$ cat src/rtl/multicycle_control_pkg.sv
`default_nettype none
// ============================================================================
// Module      : ctrl_pkg
// Description : Shared encodings for the multicycle MIPS-subset controller:
//               opcodes, R-type functs, ALU operations, mux selects and the
//               controller state enum.
// Revision    : 1.0 - initial release
// ============================================================================
package ctrl_pkg;

  // Instruction opcodes (instr[31:26])
  localparam logic [5:0] OP_RTYPE = 6'b000000;
  localparam logic [5:0] OP_LW    = 6'b100011;
  localparam logic [5:0] OP_SW    = 6'b101011;
  localparam logic [5:0] OP_BEQ   = 6'b000100;
  localparam logic [5:0] OP_BNE   = 6'b000101;
  localparam logic [5:0] OP_ADDI  = 6'b001000;
  localparam logic [5:0] OP_J     = 6'b000010;

  // R-type function codes (instr[5:0])
  localparam logic [5:0] FN_ADD = 6'b100000;
  localparam logic [5:0] FN_SUB = 6'b100010;
  localparam logic [5:0] FN_AND = 6'b100100;
  localparam logic [5:0] FN_OR  = 6'b100101;
  localparam logic [5:0] FN_SLT = 6'b101010;

  // ALU operation codes driven onto alu_control
  localparam logic [2:0] ALU_ADD = 3'b000;
  localparam logic [2:0] ALU_SUB = 3'b001;
  localparam logic [2:0] ALU_AND = 3'b010;
  localparam logic [2:0] ALU_OR  = 3'b011;
  localparam logic [2:0] ALU_EQ  = 3'b100;
  localparam logic [2:0] ALU_SLT = 3'b101;

  // FSM-to-decoder operation class
  localparam logic [1:0] ALUOP_ADD   = 2'b00;
  localparam logic [1:0] ALUOP_EQ    = 2'b01;
  localparam logic [1:0] ALUOP_FUNCT = 2'b10;

  // ALU B operand select
  localparam logic [1:0] SRCB_REG     = 2'b00;
  localparam logic [1:0] SRCB_FOUR    = 2'b01;
  localparam logic [1:0] SRCB_IMM     = 2'b10;
  localparam logic [1:0] SRCB_IMM_SH2 = 2'b11;

  // Next-PC select
  localparam logic [1:0] PCSRC_ALU    = 2'b00;
  localparam logic [1:0] PCSRC_ALUOUT = 2'b01;
  localparam logic [1:0] PCSRC_JUMP   = 2'b10;

  // Encoding the state register takes on reset (FETCH)
  localparam logic [3:0] STATE_RESET = 4'd0;

  typedef enum logic [3:0] {
    S_FETCH     = 4'd0,
    S_DECODE    = 4'd1,
    S_MEMADR    = 4'd2,
    S_MEMREAD   = 4'd3,
    S_MEMWB     = 4'd4,
    S_MEMWRITE  = 4'd5,
    S_EXECUTE   = 4'd6,
    S_ALUWB     = 4'd7,
    S_BRANCH    = 4'd8,
    S_ADDIEXEC  = 4'd9,
    S_ADDIWB    = 4'd10,
    S_JUMP      = 4'd11,
    S_BNEBRANCH = 4'd12
  } state_t;

endpackage
`default_nettype wire

$ cat src/rtl/multicycle_control_if.sv
`default_nettype none
// ============================================================================
// Module      : multicycle_control_if
// Description : Controller <-> datapath bundle: instruction fields and ALU
//               zero flag in, all strobes and mux selects out.
// Revision    : 1.0 - initial release
// ============================================================================
interface multicycle_control_if;
  logic [5:0] opcode;
  logic [5:0] funct;
  logic       zero;
  logic       pc_en;
  logic       iord;
  logic       mem_write;
  logic       ir_write;
  logic       reg_dst;
  logic       mem_to_reg;
  logic       reg_write;
  logic       alu_src_a;
  logic [1:0] alu_src_b;
  logic [1:0] pc_src;
  logic [2:0] alu_control;
  logic       illegal_op;

  // Controller side
  modport master (
    input  opcode, funct, zero,
    output pc_en, iord, mem_write, ir_write, reg_dst, mem_to_reg, reg_write,
           alu_src_a, alu_src_b, pc_src, alu_control, illegal_op
  );

  // Datapath side
  modport slave (
    output opcode, funct, zero,
    input  pc_en, iord, mem_write, ir_write, reg_dst, mem_to_reg, reg_write,
           alu_src_a, alu_src_b, pc_src, alu_control, illegal_op
  );
endinterface
`default_nettype wire

$ cat src/rtl/multicycle_control_alu_decoder.sv
`default_nettype none
// ============================================================================
// Module      : alu_decoder
// Description : Maps the FSM's ALU operation class plus the R-type funct
//               field onto an ALU control code; flags unsupported functs.
// Revision    : 1.0 - initial release
// ============================================================================
module alu_decoder
  import ctrl_pkg::*;
(
  input  logic [1:0] alu_op,
  input  logic [5:0] funct,
  output logic [2:0] alu_control,
  output logic       funct_illegal
);

  // Unknown functs fall back to add so the ALU still sees a defined code
  always_comb begin
    alu_control   = ALU_ADD;
    funct_illegal = 1'b0;
    case (alu_op)
      ALUOP_EQ:    alu_control = ALU_EQ;
      ALUOP_FUNCT: begin
        case (funct)
          FN_ADD:  alu_control = ALU_ADD;
          FN_SUB:  alu_control = ALU_SUB;
          FN_AND:  alu_control = ALU_AND;
          FN_OR:   alu_control = ALU_OR;
          FN_SLT:  alu_control = ALU_SLT;
          default: funct_illegal = 1'b1;
        endcase
      end
      default:     alu_control = ALU_ADD;
    endcase
  end

endmodule
`default_nettype wire

$ cat src/rtl/multicycle_control.sv
`default_nettype none
// ============================================================================
// Module      : multicycle_control
// Description : Multicycle main controller for the MIPS-subset datapath.
//               Moore-decoded strobes/selects per state; pc_en additionally
//               folds in the branch condition from the ALU zero flag.
//               Optional macro CTRL_BNE_EN adds bne (opcode 000101).
// Revision    : 1.0 - initial release
// ============================================================================
module multicycle_control
  import ctrl_pkg::*;
#(
  parameter logic [3:0] RESET_STATE = STATE_RESET
) (
  input  logic                 clk,
  input  logic                 rst_n,
  multicycle_control_if.master bus
);

  state_t     state_q, state_d;
  logic [1:0] alu_op;
  logic [2:0] dec_alu_control;
  logic       funct_illegal;

  logic       pc_write, branch, branch_ne;
  logic       iord, mem_write, ir_write, reg_dst, mem_to_reg, reg_write;
  logic       alu_src_a, illegal_op;
  logic [1:0] alu_src_b, pc_src;

  alu_decoder u_alu_decoder (
    .alu_op        (alu_op),
    .funct         (bus.funct),
    .alu_control   (dec_alu_control),
    .funct_illegal (funct_illegal)
  );

  // State register, reset straight back to FETCH
  always_ff @(posedge clk or negedge rst_n) begin
    if (!rst_n) state_q <= state_t'(RESET_STATE);
    else        state_q <= state_d;
  end

  // ALU operation class depends on state alone, keeping the decoder loop-free
  always_comb begin
    alu_op = ALUOP_ADD;
    case (state_q)
      S_EXECUTE:   alu_op = ALUOP_FUNCT;
      S_BRANCH:    alu_op = ALUOP_EQ;
      S_BNEBRANCH: alu_op = ALUOP_EQ;
      default:     alu_op = ALUOP_ADD;
    endcase
  end

  // Next-state and per-state output decode
  always_comb begin
    state_d    = S_FETCH;
    pc_write   = 1'b0;
    branch     = 1'b0;
    branch_ne  = 1'b0;
    iord       = 1'b0;
    mem_write  = 1'b0;
    ir_write   = 1'b0;
    reg_dst    = 1'b0;
    mem_to_reg = 1'b0;
    reg_write  = 1'b0;
    alu_src_a  = 1'b0;
    alu_src_b  = SRCB_REG;
    pc_src     = PCSRC_ALU;
    illegal_op = 1'b0;
    case (state_q)
      S_FETCH: begin
        ir_write  = 1'b1;
        alu_src_b = SRCB_FOUR;
        pc_write  = 1'b1;
        state_d   = S_DECODE;
      end
      S_DECODE: begin
        alu_src_b = SRCB_IMM_SH2;
        case (bus.opcode)
          OP_LW, OP_SW: state_d = S_MEMADR;
          OP_RTYPE:     state_d = S_EXECUTE;
          OP_BEQ:       state_d = S_BRANCH;
          OP_ADDI:      state_d = S_ADDIEXEC;
          OP_J:         state_d = S_JUMP;
`ifdef CTRL_BNE_EN
          OP_BNE:       state_d = S_BNEBRANCH;
`else
          OP_BNE:       illegal_op = 1'b1;
`endif
          default:      illegal_op = 1'b1;
        endcase
      end
      S_MEMADR: begin
        alu_src_a = 1'b1;
        alu_src_b = SRCB_IMM;
        state_d   = (bus.opcode == OP_LW) ? S_MEMREAD : S_MEMWRITE;
      end
      S_MEMREAD: begin
        iord    = 1'b1;
        state_d = S_MEMWB;
      end
      S_MEMWB: begin
        mem_to_reg = 1'b1;
        reg_write  = 1'b1;
      end
      S_MEMWRITE: begin
        iord      = 1'b1;
        mem_write = 1'b1;
      end
      S_EXECUTE: begin
        alu_src_a  = 1'b1;
        illegal_op = funct_illegal;
        state_d    = funct_illegal ? S_FETCH : S_ALUWB;
      end
      S_ALUWB: begin
        reg_dst   = 1'b1;
        reg_write = 1'b1;
      end
      S_BRANCH: begin
        alu_src_a = 1'b1;
        pc_src    = PCSRC_ALUOUT;
        branch    = 1'b1;
      end
`ifdef CTRL_BNE_EN
      S_BNEBRANCH: begin
        alu_src_a = 1'b1;
        pc_src    = PCSRC_ALUOUT;
        branch_ne = 1'b1;
      end
`endif
      S_ADDIEXEC: begin
        alu_src_a = 1'b1;
        alu_src_b = SRCB_IMM;
        state_d   = S_ADDIWB;
      end
      S_ADDIWB: reg_write = 1'b1;
      S_JUMP: begin
        pc_src   = PCSRC_JUMP;
        pc_write = 1'b1;
      end
      default: state_d = S_FETCH;
    endcase
  end

  // Outputs are forced low combinationally while rst_n is low so no strobe
  // can glitch between the reset assertion and the state register update
  always_comb begin
    bus.pc_en       = rst_n & (pc_write | (branch & bus.zero) | (branch_ne & ~bus.zero));
    bus.iord        = rst_n & iord;
    bus.mem_write   = rst_n & mem_write;
    bus.ir_write    = rst_n & ir_write;
    bus.reg_dst     = rst_n & reg_dst;
    bus.mem_to_reg  = rst_n & mem_to_reg;
    bus.reg_write   = rst_n & reg_write;
    bus.alu_src_a   = rst_n & alu_src_a;
    bus.alu_src_b   = rst_n ? alu_src_b : 2'b00;
    bus.pc_src      = rst_n ? pc_src : 2'b00;
    bus.alu_control = rst_n ? dec_alu_control : 3'b000;
    bus.illegal_op  = rst_n & illegal_op;
  end

endmodule
`default_nettype wire
$ cat src/flat_wrapper.sv
// flat-port wrapper written by rule: the top's interface ports become plain ports
module multicycle_control_flat import ctrl_pkg::*;
#(
  parameter logic [3:0] RESET_STATE = STATE_RESET
)
  (clk, rst_n, bus_opcode, bus_funct, bus_zero, bus_pc_en, bus_iord, bus_mem_write, bus_ir_write, bus_reg_dst, bus_mem_to_reg, bus_reg_write, bus_alu_src_a, bus_alu_src_b, bus_pc_src, bus_alu_control, bus_illegal_op);
  multicycle_control_if bus_i ();
  input  logic clk;
  input  logic rst_n;
  input wire logic [$bits(bus_i.opcode)-1:0] bus_opcode;
  input wire logic [$bits(bus_i.funct)-1:0] bus_funct;
  input wire logic [$bits(bus_i.zero)-1:0] bus_zero;
  output wire logic [$bits(bus_i.pc_en)-1:0] bus_pc_en;
  output wire logic [$bits(bus_i.iord)-1:0] bus_iord;
  output wire logic [$bits(bus_i.mem_write)-1:0] bus_mem_write;
  output wire logic [$bits(bus_i.ir_write)-1:0] bus_ir_write;
  output wire logic [$bits(bus_i.reg_dst)-1:0] bus_reg_dst;
  output wire logic [$bits(bus_i.mem_to_reg)-1:0] bus_mem_to_reg;
  output wire logic [$bits(bus_i.reg_write)-1:0] bus_reg_write;
  output wire logic [$bits(bus_i.alu_src_a)-1:0] bus_alu_src_a;
  output wire logic [$bits(bus_i.alu_src_b)-1:0] bus_alu_src_b;
  output wire logic [$bits(bus_i.pc_src)-1:0] bus_pc_src;
  output wire logic [$bits(bus_i.alu_control)-1:0] bus_alu_control;
  output wire logic [$bits(bus_i.illegal_op)-1:0] bus_illegal_op;
  assign bus_i.opcode = bus_opcode;
  assign bus_i.funct = bus_funct;
  assign bus_i.zero = bus_zero;
  assign bus_pc_en = bus_i.pc_en;
  assign bus_iord = bus_i.iord;
  assign bus_mem_write = bus_i.mem_write;
  assign bus_ir_write = bus_i.ir_write;
  assign bus_reg_dst = bus_i.reg_dst;
  assign bus_mem_to_reg = bus_i.mem_to_reg;
  assign bus_reg_write = bus_i.reg_write;
  assign bus_alu_src_a = bus_i.alu_src_a;
  assign bus_alu_src_b = bus_i.alu_src_b;
  assign bus_pc_src = bus_i.pc_src;
  assign bus_alu_control = bus_i.alu_control;
  assign bus_illegal_op = bus_i.illegal_op;
  multicycle_control #(.RESET_STATE(RESET_STATE)) u_core (.clk(clk), .rst_n(rst_n), .bus(bus_i));
endmodule
$ cat config.mk
export PLATFORM = sky130hd
export DESIGN_NAME = multicycle_control_flat
export DESIGN_NICKNAME = d
export VERILOG_FILES = /design/src/rtl/multicycle_control_pkg.sv /design/src/rtl/multicycle_control_if.sv /design/src/rtl/multicycle_control_alu_decoder.sv /design/src/rtl/multicycle_control.sv /design/src/flat_wrapper.sv
export SDC_FILE = /design/constraint.sdc
export NUM_CORES = 1
export LEC_CHECK = 0
export CORE_MARGIN = 3
export CORE_UTILIZATION = 39
export CTS_CLUSTER_DIAMETER = 100
export DETAILED_ROUTE_END_ITERATION = 10
export MAX_ROUTING_LAYER = met4
export PLACE_DENSITY = 0.8
export SETUP_SLACK_MARGIN = 0.2
export SLEW_MARGIN = 20
export SYNTH_ARGS = -nofsm -noshare
export SYNTH_HDL_FRONTEND = slang
export SYNTH_HIERARCHICAL = 1
export SYNTH_SLANG_ARGS = --single-unit
$ cat constraint.sdc
create_clock -name clk -period 5.6 [get_ports clk]
set_input_delay 1.68 -clock clk [delete_from_list [all_inputs] [get_ports clk]]
set_output_delay 1.68 -clock clk [all_outputs]
set_load 0.05 [all_outputs]
==> results.py, run 1 <==
metrics = {
    "finish": {
        "regMostFlops": "u_core/state_q",
        "design_area_um2": 963,
        "n_antenna_cell": 0,
        "reg.largest.list": "u_core/state_q x4",
        "area_growth_pct": 48.9,
        "nNetsFinal": 144,
        "fin_util_pct": 62.5,
        "largest_register_ff_count": 4,
        "final_cells": 141,
        "drive_gt1_share_pct": 9.60,
    },
    "sta": {
        "skew_ps": 0.988,
        "rsz0062_at_grt": "no",
        "tightest_slew_ps": 502,
        "period_minus_slack_ps": 5210,
        "hold_viol_final": 0,
        "finalSetupViolCount": 0,
        "layout_setup_ws_ps": 388,
        "fin_crit_sh_pct": 93.1,
        "hold_ws_ps": 591,
        "fin_tns_setup_ps": 0,
        "slew_viol_final": 0,
        "max_slew_margin_pct": 66.4,
        "max_freq_mhz": 192,
    },
    "global_route": {
        "grt_pass1_vias": 736,
        "grt_max_degree": 16,
        "grt.total_usage_pct": 19.5,
        "grt_pass1_wl_um": 3030,
        "antenna_found_initial": 0,
        "overflow": 0,
    },
    "die": {
        "die_x_um": 46.7,
        "die_area_um2": 2180,
        "io_pins": 31,
        "coreArea_um2": 1540,
        "start_util_pct": 42.0,
        "rows": 14,
        "die_h_um": 46.7,
    },
    "synthesis": {
        "synth_cell_types": 37,
        "synth_edf_count": 0,
        "ys_top_cells_by_area": "dfrtp_1, nor2_1, nor3_1",
        "yosysMostFrequentCell": "nor2_1",
        "ys_top_cells_by_count": "nor2_1, inv_1, nor3_1, nand2_1, nand3_1",
        "syn_avg_cell_area_um2": 6.74,
        "synthArstFlopShare_pct": 100,
        "yosys_warnings": 6,
        "synth_flop_cell": "dfrtp_1",
        "synth-seq-area-share_pct": 15.5,
        "synth_top_area_cell": "dfrtp_1",
        "synth_seq_cells": 4,
        "synthCells": 96,
        "netlist_area_um2": 647,
        "synth_nets": 113,
        "yosysTopAreaCellShare_pct": 15.5,
    },
    "worst_setup_path": {
        "crit_slowest_cell": "clkdlybuf4s50_1",
        "cp-end-kind": "output port",
        "crit_chain": "clkdlybuf4s50_1 -> nand2_1 -> nor3_1 -> clkdlybuf4s50_1",
        "required_ps": 3920,
        "cp_max_fo": 13,
        "r2r-start": "u_core/state_q[1]",
        "cp-start-kind": "input port",
        "rrSetupSlack_ps": 3230,
        "slowest_delay_ps": 830,
        "rr_worst_depth": 11,
        "criticalPathCategory": "input port to output port",
        "path_buf_inv": 2,
        "crit_top_cell": "clkdlybuf4s50_1",
        "r2r-end": "u_core/state_q[0]",
        "cpLargestDelayFamily": "buffers and inverters",
        "crit_arrival_ps": 3530,
    },
    "clock_network": {
        "clk_root_buffer_cell": "clkbuf_4",
        "postCtsSetupBuffers": 0,
        "clock_sinks": 4,
        "clockBufferDepth": 2,
        "cts_tree": "yes",
        "clkLatencyLatePin_ps": 230,
        "holdBufCountCts": 0,
        "path_clk_slew_ps": 30,
        "cts_max_level": 1,
        "cts_resized": 0,
        "cts_buffers": 3,
    },
    "route": {
        "wl_um": 1790,
        "wl_per_cell_um": 12.7,
        "drtIter0Drc": 16,
        "vias": 823,
        "dr.pass1.iters": 4,
        "vias_per_cell": 5.84,
        "antenna_left": 0,
        "drc": 0,
    },
    "placed_design": {
        "pre_cts_ws_ps": 379,
        "post-dp-hpwl_um": 1500,
        "port_buffers": 30,
        "post-place-cells": 138,
        "dpl_cell_area_um2": 941,
        "gp_congestion": 0.794,
    },
    "pwr": {
        "comb_power_share_pct": 64.1,
        "ir_drop_v": 0.000143,
        "leakage_nw": 0.376,
        "total_power_mw": 0.264,
        "p_int_mw": 0.122,
        "switchingPower_mw": 0.142,
        "power_frac_clock_pct": 12.9,
        "swShare_pct": 53.9,
        "seq_power_share_pct": 23.0,
        "powerDensity_nw_per_um2": 274,
    },
    "worst_hold_path": {
        "hold_start": "u_core/state_q[2]",
        "hp-class": "flip-flop to flip-flop",
        "hold_end": "u_core/state_q[3]",
        "whs_path_depth": 1,
    },
    "outcome": {
        "status": "completed",
    },
    "flow_run": {
        "drv_cap": 0,
    },
}
-- worst max path at each step --
stage           from             to  cells past startpoint
3_3_place_gp   rst_n  bus_mem_write                      4
3_5_place_dp   rst_n  bus_pc_src[0]                      4
6_report       rst_n  bus_pc_src[0]                      4
5_1_grt        rst_n  bus_pc_src[0]                      4
4_1_cts        rst_n  bus_pc_src[0]                      4
2_1_floorplan  rst_n  bus_pc_src[0]                      3
-- power by group through the flow --
stage                     clock network [mW]  logic (mW)  registers (mW)
after global routing                  0.0386       0.182          0.0624
after detailed placement                   0       0.169          0.0600
after CTS                             0.0361       0.170          0.0596
final                                 0.0341       0.169          0.0606
after floorplan                            0       0.134          0.0418
after global placement                     0       0.167          0.0599
-- layer usage --
layer | global-route usage [%] | routed length, um | part of all wire (%)
met4 | 4.42 | 0 | 0
met3 | 3.91 | 94 | 5.3
met2 | 34.3 | 897 | 50
met1 | 22.7 | 794 | 44
met5 | - | 0 | 0
-- worst register-to-register path, stage by stage, from the launching register on --
cell      delay (ps)
dfrtp_1          600
inv_1            180
nor2_1           240
nand2_1          120
inv_1            110
ha_1             160
inv_1             40
a41oi_1          300
nand2b_1         160
a21oi_1           80
a41oi_1          190
nor2_1            60
-- cell families after synthesis --
| family | synth area share, % |
|---|---|
| XOR/XNOR | 2.71 |
| multiplexers | 3.09 |
| buffers and inverters | 8.51 |
| adder cells (fa/ha/maj) | 3.87 |
| flip-flops | 15.5 |
| AO/OA/AOI/OAI | 20.5 |
| AND/OR/NAND/NOR | 45.8 |
-- placed cells by master, fill, tap and decap left out, types with 2 or more instances in the layout --
master,netlist,final
and2_1,4,4
nand2b_1,4,4
nor3_1,8,8
nor2_1,11,11
a21oi_1,3,3
inv_1,9,9
o21a_1,2,2
mux2i_1,2,2
ha_1,2,2
clkbuf_4,0,3
clkdlybuf4s50_1,0,25
nor4_1,2,2
buf_4,0,6
nand3_1,7,7
nor2b_1,3,3
o21ai_0,2,2
nand2_1,7,7
a41oi_1,2,2
dfrtp_1,4,4
-- layout make-up --
cell class              count  area, um^2
flip-flops and latches      4         100
inverters                   9        33.8
multi-input cells          78         492
fillers                   152         578
repair buffers             31         295
well taps                  16        20.0
clock buffers               3        22.5
Note: power is estimated with default switching activity, not from simulation.
==> inputs of run 2 (changes only) <==
--- a/config.mk
+++ b/config.mk
@@ -5,7 +5,6 @@
 export SDC_FILE = /design/constraint.sdc
 export NUM_CORES = 1
 export LEC_CHECK = 0
-export CORE_MARGIN = 3
 export CORE_UTILIZATION = 39
 export CTS_CLUSTER_DIAMETER = 100
 export DETAILED_ROUTE_END_ITERATION = 10
==> results.py, run 2 (same netlist as run 1, synthesis figures left out) <==
metrics = {
    "sta": {
        "fin_crit_sh_pct": 93.3,
        "max_freq_mhz": 191,
        "max_slew_margin_pct": 66.7,
        "tightest_slew_ps": 498,
        "rsz0062_at_grt": "no",
        "fin_tns_setup_ps": 0,
        "hold_viol_final": 0,
        "finalSetupViolCount": 0,
        "skew_ps": 8.92,
        "layout_setup_ws_ps": 374,
        "period_minus_slack_ps": 5230,
        "slew_viol_final": 0,
    },
    "global_route": {
        "grt.total_usage_pct": 22.7,
        "antenna_found_initial": 0,
        "grt_pass1_vias": 744,
        "overflow": 0,
        "grt_max_degree": 16,
        "grt_pass1_wl_um": 3140,
    },
    "clock_network": {
        "path_clk_slew_ps": 40,
        "postCtsSetupBuffers": 0,
        "cts_tree": "yes",
        "clk_root_buffer_cell": "clkbuf_4",
        "holdBufCountCts": 0,
        "clkLatencyLatePin_ps": 240,
        "clock_sinks": 4,
        "clockBufferDepth": 2,
        "cts_max_level": 1,
        "cts_resized": 0,
        "cts_buffers": 3,
    },
    "finish": {
        "final_cell_mix": "clkdlybuf4s50_1, nor2_1, inv_1",
        "area_growth_pct": 50.1,
        "multi_input_area_um2": 492,
        "fill_cells": 148,
        "reg.largest.list": "u_core/state_q x4",
        "drive_gt1_share_pct": 7.20,
        "regArea_um2": 100,
        "regMostFlops": "u_core/state_q",
        "nNetsFinal": 144,
        "final_cells": 141,
        "n_antenna_cell": 0,
        "final_common_cell": "clkdlybuf4s50_1",
        "largest_register_ff_count": 4,
    },
    "worst_setup_path": {
        "r2r-end": "u_core/state_q[0]",
        "required_ps": 3920,
        "rrSetupSlack_ps": 3220,
        "crit_arrival_ps": 3550,
        "cp-start-kind": "input port",
        "criticalPathCategory": "input port to output port",
        "r2r-start": "u_core/state_q[1]",
        "cp-end-kind": "output port",
        "cp_max_fo": 4,
        "rr_worst_depth": 11,
    },
    "die": {
        "coreArea_um2": 1520,
        "rows": 14,
        "start_util_pct": 42.4,
        "io_pins": 31,
        "die_h_um": 42.7,
        "die_area_um2": 1830,
        "die_x_um": 42.7,
    },
    "route": {
        "wl_um": 1800,
        "wl_per_cell_um": 12.7,
        "antenna_left": 0,
        "vias": 799,
        "drc": 0,
        "drtIter0Drc": 14,
        "dr.pass1.iters": 4,
        "vias_per_cell": 5.67,
    },
    "pwr": {
        "total_power_mw": 0.269,
        "powerDensity_nw_per_um2": 277,
        "ir_drop_v": 0.000165,
        "leakage_nw": 0.371,
    },
    "outcome": {
        "status": "completed",
    },
    "placed_design": {
        "post-dp-hpwl_um": 1420,
        "port_buffers": 30,
        "gp_congestion": 0.913,
        "pre_cts_ws_ps": 358,
        "post-place-cells": 138,
    },
    "worst_hold_path": {
        "hp-class": "flip-flop to flip-flop",
        "hold_start": "u_core/state_q[2]",
        "hold_end": "u_core/state_q[3]",
        "whs_path_depth": 1,
    },
    "flow_run": {
        "drv_cap": 0,
    },
}
==> run 2: cell count changes in the layout (fill, tap and decap cells not counted), sizes merged <==
cell           change
buf                -3
clkdlybuf4s50      +3
==> run 2: cell type report <==
class	count	share of cell area, %
flip-flops and latches	4	10.3
well taps	16	2.06
multi-input cells	78	50.6
inverters	9	3.48
clock buffers	3	2.32
repair buffers	31	31.2
==> run 2: how the worst max path moves through the flow <==
| stage | startpoint | endpoint | slack [ps] | cells after the start |
|---|---|---|---|---|
| 2_1_floorplan | rst_n | bus_pc_src[0] | 890 | 3 |
| 3_3_place_gp | bus_funct[1] | bus_alu_control[2] | 390 | 5 |
| 3_5_place_dp | bus_funct[1] | bus_alu_control[2] | 360 | 5 |
| 4_1_cts | bus_funct[1] | bus_alu_control[2] | 370 | 5 |
| 5_1_grt | rst_n | bus_alu_src_b[0] | 240 | 4 |
| 6_report | bus_funct[1] | bus_alu_control[2] | 370 | 5 |
==> run 2: power breakdown <==
| group | total, mW | internal, mW | switching (mW) |
|---|---|---|---|
| Clock | 0.0365 | 0.0240 | 0.0125 |
| Sequential | 0.0617 | 0.0359 | 0.0258 |
| Combinational | 0.171 | 0.0644 | 0.107 |
==> run 2: metrics by stage <==
step / utilization [%] / cell area [um^2] / hold slack (ps)
after floorplan: - / 647 / 547
after global placement: 62.2 / 948 / 596
after detailed placement: 62.2 / 948 / 592
after CTS: 63.7 / 971 / 598
after global routing: 63.7 / 971 / 641
final: 63.7 / 971 / 606
==> run 2: worst max-delay path, cell delays in order <==
cell             delay (ps)
clkdlybuf4s50_1         540
nor3b_2                 220
a32o_1                  190
and2_1                  120
clkdlybuf4s50_1         800
==> run 2: metal layers <==
metal | vias up | track usage (%) | share of wire (%)
li1 | 406 | - | -
met1 | 354 | 28.6 | 47
met2 | 35 | 35.5 | 46
met3 | 4 | 3.40 | 5.3
met4 | 0 | 10.6 | 1.7
met5 | - | - | 0
==> inputs of run 3 (changes only) <==
--- a/config.mk
+++ b/config.mk
@@ -5,11 +5,12 @@
 export SDC_FILE = /design/constraint.sdc
 export NUM_CORES = 1
 export LEC_CHECK = 0
-export CORE_UTILIZATION = 39
+export CORE_MARGIN = 3
+export CORE_UTILIZATION = 43
 export CTS_CLUSTER_DIAMETER = 100
 export DETAILED_ROUTE_END_ITERATION = 10
 export MAX_ROUTING_LAYER = met4
-export PLACE_DENSITY = 0.8
+export PLACE_DENSITY = 0.87
 export SETUP_SLACK_MARGIN = 0.2
 export SLEW_MARGIN = 20
 export SYNTH_ARGS = -nofsm -noshare
==> results.py, run 3 (same netlist as run 1, synthesis figures left out) <==
metrics = {
    "sta": {
        "tightest_slew_ps": 498,
        "fin_crit_sh_pct": 93.8,
        "slew_viol_final": 0,
        "rsz0062_at_grt": "no",
        "max_slew_margin_pct": 66.7,
        "period_minus_slack_ps": 5250,
        "max_freq_mhz": 190,
        "skew_ps": 12.1,
        "hold_viol_final": 0,
        "hold_ws_ps": 588,
        "finalSetupViolCount": 0,
        "fin_tns_setup_ps": 0,
    },
    "die": {
        "die_area_um2": 2010,
        "io_pins": 31,
        "start_util_pct": 47.9,
        "rows": 13,
        "die_h_um": 44.8,
        "die_x_um": 44.8,
        "coreArea_um2": 1350,
    },
    "placed_design": {
        "port_buffers": 30,
        "post-dp-hpwl_um": 1550,
        "gp_congestion": 0.837,
        "dpl_cell_area_um2": 950,
    },
    "finish": {
        "final_common_cell": "clkdlybuf4s50_1",
        "final_cell_mix": "clkdlybuf4s50_1, nor2_1, inv_1",
        "area_growth_pct": 50.3,
        "largest_register_ff_count": 4,
        "nNetsFinal": 144,
        "drive_gt1_share_pct": 6.40,
        "n_antenna_cell": 0,
        "regMostFlops": "u_core/state_q",
        "reg.largest.list": "u_core/state_q x4",
        "design_area_um2": 972,
    },
    "route": {
        "vias_per_cell": 5.89,
        "wl_per_cell_um": 13.6,
        "wl_um": 1900,
        "vias": 825,
        "drc": 0,
        "dr.pass1.iters": 4,
        "antenna_left": 0,
        "drtIter0Drc": 30,
    },
    "clock_network": {
        "clkLatencyLatePin_ps": 240,
        "clock_sinks": 4,
        "clk_root_buffer_cell": "clkbuf_4",
        "postCtsSetupBuffers": 0,
        "cts_resized": 0,
        "clockBufferDepth": 2,
        "holdBufCountCts": 0,
        "cts_buffers": 3,
        "cts_tree": "yes",
        "path_clk_slew_ps": 40,
        "cts_max_level": 1,
    },
    "worst_setup_path": {
        "criticalPathCategory": "input port to output port",
        "cp-start-kind": "input port",
        "crit_arrival_ps": 3570,
        "cp-end-kind": "output port",
        "required_ps": 3920,
        "cp_max_fo": 4,
    },
    "outcome": {
        "status": "completed",
    },
    "global_route": {
        "antenna_found_initial": 0,
        "grt_pass1_wl_um": 3040,
        "grt_max_degree": 16,
        "grt_pass1_vias": 737,
        "overflow": 0,
        "grt.total_usage_pct": 20.7,
    },
    "worst_hold_path": {
        "hp-class": "flip-flop to flip-flop",
    },
    "pwr": {
        "powerDensity_nw_per_um2": 279,
        "leakage_nw": 0.369,
        "total_power_mw": 0.271,
        "ir_drop_v": 0.000177,
    },
    "flow_run": {
        "drv_cap": 0,
    },
}
[run 3: layer usage]
layer	GRT usage, %	share of wire (%)	vias to the layer above
met5	-	0	-
met4	8.77	1.8	0
met3	1.20	6.5	6
met2	36.4	48	39
met1	24.1	43	372
li1	-	-	408
[run 3: layout make-up]
cell class | instances | area (um^2)
clock buffers | 3 | 22.5
inverters | 9 | 33.8
fillers | 116 | 378
well taps | 15 | 18.8
multi-input cells | 78 | 492
flip-flops and latches | 4 | 100
repair buffers | 31 | 305
[run 3: final timing paths]
kind                                        start                 end  slack [ps]  cells after the start
worst min register to register  u_core/state_q[2]   u_core/state_q[3]         590                      1
worst max-delay path                 bus_funct[1]  bus_alu_control[2]         350                      5
worst min-delay path            u_core/state_q[2]   u_core/state_q[3]         590                      1
min in group asynchronous                   rst_n   u_core/state_q[2]        2030                      2
worst max register to register  u_core/state_q[1]   u_core/state_q[0]        3200                     11
max in group asynchronous                   rst_n   u_core/state_q[1]        3450                      2
[run 3: stage by stage]
step	utilization [%]	setup slack, ps	instances
2_1_floorplan	-	888	96
3_3_place_gp	70.3	405	137
3_5_place_dp	70.3	358	137
4_1_cts	72.0	360	140
5_1_grt	72.0	229	140
6_report	72.0	346	140
[run 3: worst max-delay path, cell delays in order]
cell,delay [ps]
clkdlybuf4s50_1,530
nor3b_2,240
a32o_1,190
and2_1,130
clkdlybuf4s50_1,800
[run 3: power breakdown]
group	internal (mW)	leakage, nW	total, mW	switching, mW
clock	0.0240	0.0138	0.0364	0.0124
combinational	0.0646	0.302	0.174	0.110
sequential	0.0359	0.0531	0.0607	0.0248
